`src/rtl/data_path_seq_pkg.sv`:
```
// Shared types, constants and the LFSR step function for the data_path_seq
// PRBS sequencer/checker.
package data_path_seq_pkg;

    typedef enum logic [2:0] {
        IDLE,
        LOAD,
        RUN,
        DRAIN,
        DONE
    } state_e;

    localparam int LFSR_W = 16;

    // Feedback taps of x^16+x^14+x^13+x^11+1 in shift-right form: b0, b2, b3, b5
    localparam logic [LFSR_W-1:0] LFSR_TAPS = 16'h002D;

    // first_err_idx value for a run whose bits all matched
    localparam logic [15:0] FIRST_ERR_NONE = 16'hFFFF;

    // One Fibonacci step: shift right, XOR of the taps enters at b15
    function automatic logic [LFSR_W-1:0] lfsr_next(input logic [LFSR_W-1:0] s);
        lfsr_next = {^(s & LFSR_TAPS), s[LFSR_W-1:1]};
    endfunction

endpackage

```
`src/rtl/data_path_seq_prbs16.sv`:
```
// 16-bit PRBS generator: load to the seed, advance one step on request,
// bit0 of the current state is the output bit.
module prbs16
    import data_path_seq_pkg::*;
#(
    parameter logic [15:0] SEED = 16'hACE1
) (
    input  logic clk,
    input  logic rst_ni,
    input  logic load_i,
    input  logic adv_i,
    output logic bit_o
);

    // An all-zero LFSR would lock up, so a zero seed is replaced by 1
    localparam logic [LFSR_W-1:0] SEED_EFF = (SEED == 16'h0000) ? 16'h0001 : SEED;

    logic [LFSR_W-1:0] lfsr_q, lfsr_d;

    // Next LFSR state: load has priority over advance
    always_comb begin
        lfsr_d = lfsr_q;
        if (load_i) begin
            lfsr_d = SEED_EFF;
        end else if (adv_i) begin
            lfsr_d = lfsr_next(lfsr_q);
        end
    end

    // LFSR state register
    always_ff @(posedge clk or negedge rst_ni) begin
        if (!rst_ni) begin
            lfsr_q <= SEED_EFF;
        end else begin
            lfsr_q <= lfsr_d;
        end
    end

    assign bit_o = lfsr_q[0];

endmodule

```
`src/rtl/data_path_seq.sv`:
```
// PRBS burst sequencer and checker for a DATA_DEPTH-stage registered 1-bit
// datapath. Drives dp_in for RUN_LEN cycles, predicts dp_out with a reference
// delay line of DATA_DEPTH+1 stages and counts mismatches (saturating).
// Optional: define FIRST_ERR_CAPTURE_EN to add first_err_idx, the run index
// of the first mismatching bit (16'hFFFF when none).
module data_path_seq
    import data_path_seq_pkg::*;
#(
    parameter int          DATA_DEPTH = 10,
    parameter int          RUN_LEN    = 256,
    parameter logic [15:0] SEED       = 16'hACE1,
    parameter int          ERR_W      = 16
) (
    input  logic             clk,
    input  logic             rst,
    input  logic             start,
    output logic             busy,
    output logic             done,
    output logic             pass,
    output logic [ERR_W-1:0] err_cnt,
    output logic             dp_in,
    input  logic             dp_out
`ifdef FIRST_ERR_CAPTURE_EN
    ,
    output logic [15:0]      first_err_idx
`endif
);

    localparam int             CNT_W      = $clog2(RUN_LEN + DATA_DEPTH + 2);
    localparam logic [CNT_W-1:0] RUN_LAST   = CNT_W'(RUN_LEN - 1);
    localparam logic [CNT_W-1:0] DRAIN_LAST = CNT_W'(DATA_DEPTH);
    localparam logic [ERR_W-1:0] ERR_MAX    = {ERR_W{1'b1}};

    state_e              state_q, state_d;
    logic [CNT_W-1:0]    cnt_q, cnt_d;
    logic [ERR_W-1:0]    err_q, err_d;
    logic                pass_q, pass_d;
    logic                dp_in_q, dp_in_d;
    logic [DATA_DEPTH:0] ref_bit_q, ref_bit_d;
    logic [DATA_DEPTH:0] ref_vld_q, ref_vld_d;
    logic                lfsr_load, lfsr_adv, prbs_bit;
    logic                cmp_en, mismatch;

    prbs16 #(
        .SEED (SEED)
    ) u_prbs (
        .clk    (clk),
        .rst_ni (rst),
        .load_i (lfsr_load),
        .adv_i  (lfsr_adv),
        .bit_o  (prbs_bit)
    );

    // dp_out is only judged in RUN/DRAIN, and only for a bit that was really driven
    assign cmp_en   = ((state_q == RUN) || (state_q == DRAIN)) && ref_vld_q[DATA_DEPTH];
    assign mismatch = cmp_en && (dp_out != ref_bit_q[DATA_DEPTH]);

    // Next-state, drive, reference-line shift and error counting
    always_comb begin
        state_d   = state_q;
        cnt_d     = cnt_q;
        err_d     = err_q;
        pass_d    = pass_q;
        dp_in_d   = dp_in_q;
        lfsr_load = 1'b0;
        lfsr_adv  = 1'b0;
        ref_bit_d = ref_bit_q;
        ref_vld_d = ref_vld_q;

        // The reference line moves every cycle outside IDLE; stage0 is empty by default
        if (state_q != IDLE) begin
            ref_bit_d[0] = 1'b0;
            ref_vld_d[0] = 1'b0;
            for (int i = 1; i <= DATA_DEPTH; i++) begin
                ref_bit_d[i] = ref_bit_q[i-1];
                ref_vld_d[i] = ref_vld_q[i-1];
            end
        end

        case (state_q)
            IDLE: begin
                if (start) state_d = LOAD;
            end
            LOAD: begin
                lfsr_load = 1'b1;
                err_d     = '0;
                cnt_d     = '0;
                pass_d    = 1'b0;
                dp_in_d   = 1'b0;
                state_d   = RUN;
            end
            RUN: begin
                dp_in_d      = prbs_bit;
                lfsr_adv     = 1'b1;
                ref_bit_d[0] = prbs_bit;
                ref_vld_d[0] = 1'b1;
                if (cnt_q == RUN_LAST) begin
                    cnt_d   = '0;
                    state_d = DRAIN;
                end else begin
                    cnt_d = cnt_q + CNT_W'(1);
                end
            end
            DRAIN: begin
                dp_in_d = 1'b0;
                if (cnt_q == DRAIN_LAST) begin
                    cnt_d   = '0;
                    state_d = DONE;
                end else begin
                    cnt_d = cnt_q + CNT_W'(1);
                end
            end
            DONE: begin
                pass_d  = (err_q == '0);
                state_d = IDLE;
            end
            default: state_d = IDLE;
        endcase

        if (mismatch && (err_q != ERR_MAX)) begin
            err_d = err_q + ERR_W'(1);
        end
    end

    // Control, counter, drive and reference-line registers
    always_ff @(posedge clk or negedge rst) begin
        if (!rst) begin
            state_q   <= IDLE;
            cnt_q     <= '0;
            err_q     <= '0;
            pass_q    <= 1'b0;
            dp_in_q   <= 1'b0;
            ref_bit_q <= '0;
            ref_vld_q <= '0;
        end else begin
            state_q   <= state_d;
            cnt_q     <= cnt_d;
            err_q     <= err_d;
            pass_q    <= pass_d;
            dp_in_q   <= dp_in_d;
            ref_bit_q <= ref_bit_d;
            ref_vld_q <= ref_vld_d;
        end
    end

`ifdef FIRST_ERR_CAPTURE_EN
    // Compares arrive in run order, so counting them gives the bit index
    logic [15:0] cmp_idx_q, cmp_idx_d;
    logic [15:0] first_q, first_d;
    logic        found_q, found_d;

    // First-mismatch capture, written at most once per run
    always_comb begin
        cmp_idx_d = cmp_idx_q;
        first_d   = first_q;
        found_d   = found_q;
        if (state_q == LOAD) begin
            cmp_idx_d = '0;
            first_d   = FIRST_ERR_NONE;
            found_d   = 1'b0;
        end else if (cmp_en) begin
            cmp_idx_d = cmp_idx_q + 16'd1;
            if (mismatch && !found_q) begin
                first_d = cmp_idx_q;
                found_d = 1'b1;
            end
        end
    end

    // First-mismatch registers
    always_ff @(posedge clk or negedge rst) begin
        if (!rst) begin
            cmp_idx_q <= '0;
            first_q   <= FIRST_ERR_NONE;
            found_q   <= 1'b0;
        end else begin
            cmp_idx_q <= cmp_idx_d;
            first_q   <= first_d;
            found_q   <= found_d;
        end
    end

    assign first_err_idx = first_q;
`endif

    assign busy    = (state_q == LOAD) || (state_q == RUN) || (state_q == DRAIN);
    assign done    = (state_q == DONE);
    // The verdict is already final in DONE because the last compare lands in DRAIN
    assign pass    = done ? (err_q == '0) : pass_q;
    assign err_cnt = err_q;
    assign dp_in   = dp_in_q;

endmodule

```
`config.mk`:
```
export PLATFORM = sky130hd
export DESIGN_NAME = data_path_seq
export DESIGN_NICKNAME = d
export VERILOG_FILES = /design/src/rtl/data_path_seq_pkg.sv /design/src/rtl/data_path_seq_prbs16.sv /design/src/rtl/data_path_seq.sv
export SDC_FILE = /design/constraint.sdc
export NUM_CORES = 1
export LEC_CHECK = 0
export ABC_AREA = 1
export CORE_MARGIN = 1.5
export CORE_UTILIZATION = 45
export DETAILED_ROUTE_END_ITERATION = 8
export RECOVER_POWER = 50
export SYNTH_ARGS = -nofsm -noshare
export SYNTH_HDL_FRONTEND = slang
export SYNTH_SLANG_ARGS = --single-unit
```
`constraint.sdc`:
```
create_clock -name clk -period 4.35 [get_ports clk]
set_input_delay 0.87 -clock clk [delete_from_list [all_inputs] [get_ports clk]]
set_output_delay 0.87 -clock clk [all_outputs]
set_load 0.01 [all_outputs]
```
# ---- Yosys cells after proc, flatten, opt, wreduce, memory -nomap -nowiden
# Index checks and enable logic that the tools add are counted.
dict set report classes {
  n_addsub 2
  mux 20
  n_reduce_logical 18
  eq_ne 11
}
# cell count
set ops {}
lappend ops {{$mux 16} 4}
lappend ops {{$pmux 9 s3} 1}
lappend ops {{$mux 9} 2}
lappend ops {{$add 16x1->16 const B} 1}
lappend ops {{$logic_not 16->1} 1}
lappend ops {{$ne 16x16->1 const B} 1}
lappend ops {{$reduce_xor 16->1} 1}
lappend ops {{$pmux 3 s4} 1}
lappend ops {{$reduce_bool 2->1} 5}
lappend ops {{$add 9x1->9 const B} 1}
lappend ops {{$eq 9x4->1 const B} 1}
lappend ops {{$eq 9x8->1 const B} 1}
lappend ops {{$mux 3} 3}
lappend ops {{$mux 1} 7}
lappend ops {{$eq 3x2->1 const B} 2}
lappend ops {{$reduce_bool 3->1} 2}
lappend ops {{$ne 2x1->1 const B} 2}
lappend ops {{$pmux 1 s2} 2}
lappend ops {{$eq 3x1->1 const B} 1}
lappend ops {{$eq 3x3->1 const B} 1}
lappend ops {{$logic_and 1x1->1} 3}
lappend ops {{$logic_not 3->1} 1}
lappend ops {{$logic_or 1x1->1} 3}
lappend ops {{$reduce_and 3->1} 1}
lappend ops {{other kinds (3)} 3}
dict set report totals {
  input_bits 4
  reg_bits 68
  elab_cells 61
}

# ---- Longest topological paths before layout
dict set report depth {
  depth_word 6
  ltp_mapped 11
}

# ---- Modules after synthesis
# From an unflattened synthesis, not the netlist that was laid out.
dict set report hier_totals {
  cells_unflattened 442
  hier_area_um2 3435.8
}
# module n_inst cells_per_inst area_per_inst_um2
set modules_own_cells {}
lappend modules_own_cells {data_path_seq 1 366 2752.6}
lappend modules_own_cells {prbs16 1 76 683.2}

# ---- Worst setup path after synthesis
# No wires, ideal clock.
dict set report synth_timing {
  path_type {register -> output}
  start {register err_q[0], in the netlist err_cnt[0]}
  end {output pass}
  arrival_time_ns 1.057
  required_time_ns 3.480
  setup_slack_ns 2.423
  n_path_buf 0
  path_stages_with_launch 6
  cell_sequence {dfrtp_1 -> inv_1 -> ha_1 -> and2_0 -> nand4_1 -> nand2_1}
}
dict set report synth_between {
  elab_chain_len 2
}
# element line
set synth_rtl {}
lappend synth_rtl {{start, declared} data_path_seq.sv:36} ;# logic [ERR_W-1:0] err_q, err_d;
lappend synth_rtl {{start signal, assigned} data_path_seq.sv:138} ;# err_q <= err_d;
lappend synth_rtl {{$logic_not 16->1} data_path_seq.sv:189} ;# assign pass = done ? (err_q == '0) : pass_q;
lappend synth_rtl {{$mux 1} data_path_seq.sv:189}
lappend synth_rtl {{end, declared} data_path_seq.sv:19} ;# output logic pass,
# Every way passes these cells.

# ---- Worst setup path in the final report
dict set report layout_timing {
  start {register state_q[1]}
  end {output pass}
}
dict set report layout_between {
  elab_chain_len 2
}
# element line
set layout_rtl {}
lappend layout_rtl {{start, declared} data_path_seq.sv:34} ;# state_e state_q, state_d;
lappend layout_rtl {{start signal, assigned} data_path_seq.sv:136} ;# state_q <= state_d;
lappend layout_rtl {{$eq 3x3->1} data_path_seq.sv:187} ;# assign done = (state_q == DONE);
lappend layout_rtl {{$mux 1} data_path_seq.sv:189}
# Every way passes these cells.

==> flow_summary.toml <==
[setup_path]
crit_type = "flip-flop to output port"
required_ps = 3480
cp-start-kind = "flip-flop"
worst_setup_path_end_kind = "output port"
cp_data_arrival_time_ps = 1940
worstPathMaxFanout = 4

[global_route]
grt_pass1_vias = 2695
grt_pass1_wl_mm = 12.5
grt_start_max_net_pins = 41
antenna_found_initial = 0
grt_util_all_layers_pct = 19.2
overflow = 0

[layout]
multi_input_area_sq_um = 1430
final_cell_area_sq_um = 3920
drive_gt1_share_pct = 7.73
fillers = 696
final_cell_mix = "nand2_1 (120), inv_1 (61), dfrtp_1 (60)"
seq_area_sq_um = 1710
layout_commonest_cell = "nand2_1"
fin_util_pct = 53.4
diodes = 0
area_growth_pct = 14.1
nNetsFinal = 471

[clock_tree]
tritoncts = "yes"
cts_buffer_depth = 2
cts_resized = 0
cts-buffers-inserted = 9
cts_setup_buffers = 0
clock_sinks = 68
path_clk_slew_ps = 80
clk_latency_ps = 340
cts-hold-fix-buffers = 0
htreeDepth = 3
root_buffer = "clkbuf_8"

[status]
outcome = "finished with violations"
violations = "capacitance limit, slew limit"

[synthesis]
seq_area_frac_synth_pct = 49.9
synth.net_count = 445
synth.top_cell.area_share_pct = 43.7
netlist_area_sq_um = 3430
async_flop_share_pct = 100
synth_edf_count = 0
synthFlopType = "dfrtp_1"
synthTopCellsByArea = "dfrtp_1 (44%), nand2_1 (13%), inv_1 (6.7%), dfstp_2 (6.1%), nand3_1 (5.7%)"
synth.distinct_cells = 29
syn_area_per_cell_sq_um = 7.89
netlist_instances = 435
synth_top_cell_by_area = "dfrtp_1"
yosys_warnings = 0
synth-seq-cells = 68

[drt]
wirelength_mm = 7.06
dr.max_layer_used = "met4"
met3RoutedLength_um = 298
num_vias = 2795
route.layer.met1.wl_mm = 3.40
dr.first_iter.drc_count = 107
wire_per_inst_um = 12.5
routed_via_density = 4.95
wl_met2_mm = 3.26
ant_nets = 0
firstDrtPassIters = 4
drc = 0

[timing]
grt_setup_unrepaired = "false"
fmax_mhz = 356
setup_viol = 0
final_hold_viol_count = 0
relSlewSlack_pct = -40.5
fin_crit_sh_pct = 64.6
worstMarginPinSlew_ps = 2110
report.final.slew_viol_count = 40
min_period_ps = 2810
skew_ps = 8.24
setup_tns_ps = 0
whs_ps = 474

[floorplan]
die-area_sq_um = 8160
die_h_um = 90.3
die_w_um = 90.3
ios = 24
rows = 31
initial_core_util_pct = 46.8
core_sq_um = 7330

[power_and_ir_drop]
p_leak_nw = 1.96
finalPower_mw = 2.28
peakVddDrop_v = 0.000270
p_per_area_nw_per_um2 = 582

[run]
cap_violations = 1

[placement]
place_congestion = 0.904
placed_area_sq_um = 3740
hpwl_mm = 4.87
io_buffers = 23

[worst_hold_path]
min_path_type = "flip-flop to flip-flop"
[state kept, by name, indices dropped and copies added, names as in the netlist]
register and cells:
u_prbs.lfsr_q 16, err_cnt 16, state_q 3, cnt_q 9, ref_vld_q 11, ref_bit_q 11
pass_q 1, dp_in 1
[through the flow]
step                instances  setup WS [ps]
finish                    565           1540
detailed placement        549           1910
global route              565            982
CTS                       565           1540
global placement          549           1940
floorplan                 435           2420
[final cells by class]
type	count	share of cell area [%]
Timing Repair Buffer	24	5.84
Multi-Input combinational cell	296	36.4
Inverter	62	5.94
Clock buffer	10	3.26
Sequential cell	68	43.7
Clock inverter	6	1.66
Tap cell	99	3.16
[layer usage]
layer | up-vias | global-route usage, %
li1 | 1435 | -
met1 | 1294 | 25.5
met2 | 58 | 30.4
met3 | 8 | 5.64
met4 | 0 | 5.69
met5 | - | 0
[synthesized netlist by cell type, types with 3 or more instances]
master    instances
nand2_1         119
inv_1            61
dfrtp_1          60
nor2_1           48
nand3_1          39
o21ai_0          26
a21oi_1          16
nand4_1          13
dfstp_2           8
ha_1              6
o22ai_1           5
clkbuf_1          4
nor2_4            4
xor2_1            4
buf_2             3
[logic make-up after synthesis]
| group | after synthesis | synth area share [%] |
|---|---|---|
| flops | 68 | 49.9 |
| simple gates | 233 | 29.9 |
| buf+inv | 71 | 8.31 |
| compound gates | 52 | 8.42 |
| mux | 1 | 0.328 |
| xor+xnor | 4 | 1.02 |
| fa+ha+maj | 6 | 2.19 |
[worst max-delay path, cell delays in order, from the launching register on]
cell	delay, ps
dfrtp_1	410
nor2_1	200
nand2_1	150
inv_1	100
nand4_1	130
nand2_1	90
clkdlybuf4s50_1	520
[power by group]
part	total, mW	switching [mW]	internal [mW]
clock network	0.507	0.242	0.265
logic	0.777	0.508	0.269
registers	0.998	0.119	0.879
[path summary, 6_finish.rpt]
check                                                end                          from  slack (ps)  cells past startpoint
setup / recovery                                    pass        state_q[1]$_DFFE_PN0P_        1540                      6
hold / removal              u_prbs.lfsr_q[6]$_DFFE_PN1P_  u_prbs.lfsr_q[7]$_DFFE_PN1P_         470                      2
setup reg to reg           u_prbs.lfsr_q[14]$_DFFE_PN0P_        state_q[1]$_DFFE_PN0P_        2200                      5
hold reg to reg             u_prbs.lfsr_q[6]$_DFFE_PN1P_  u_prbs.lfsr_q[7]$_DFFE_PN1P_         470                      2
max in group asynchronous       ref_bit_q[1]$_DFFE_PN0P_                           rst        1560                      2
min in group asynchronous           cnt_q[0]$_DFFE_PN0P_                           rst        1140                      1
No activity file was read; power rests on OpenSTA's default activity.
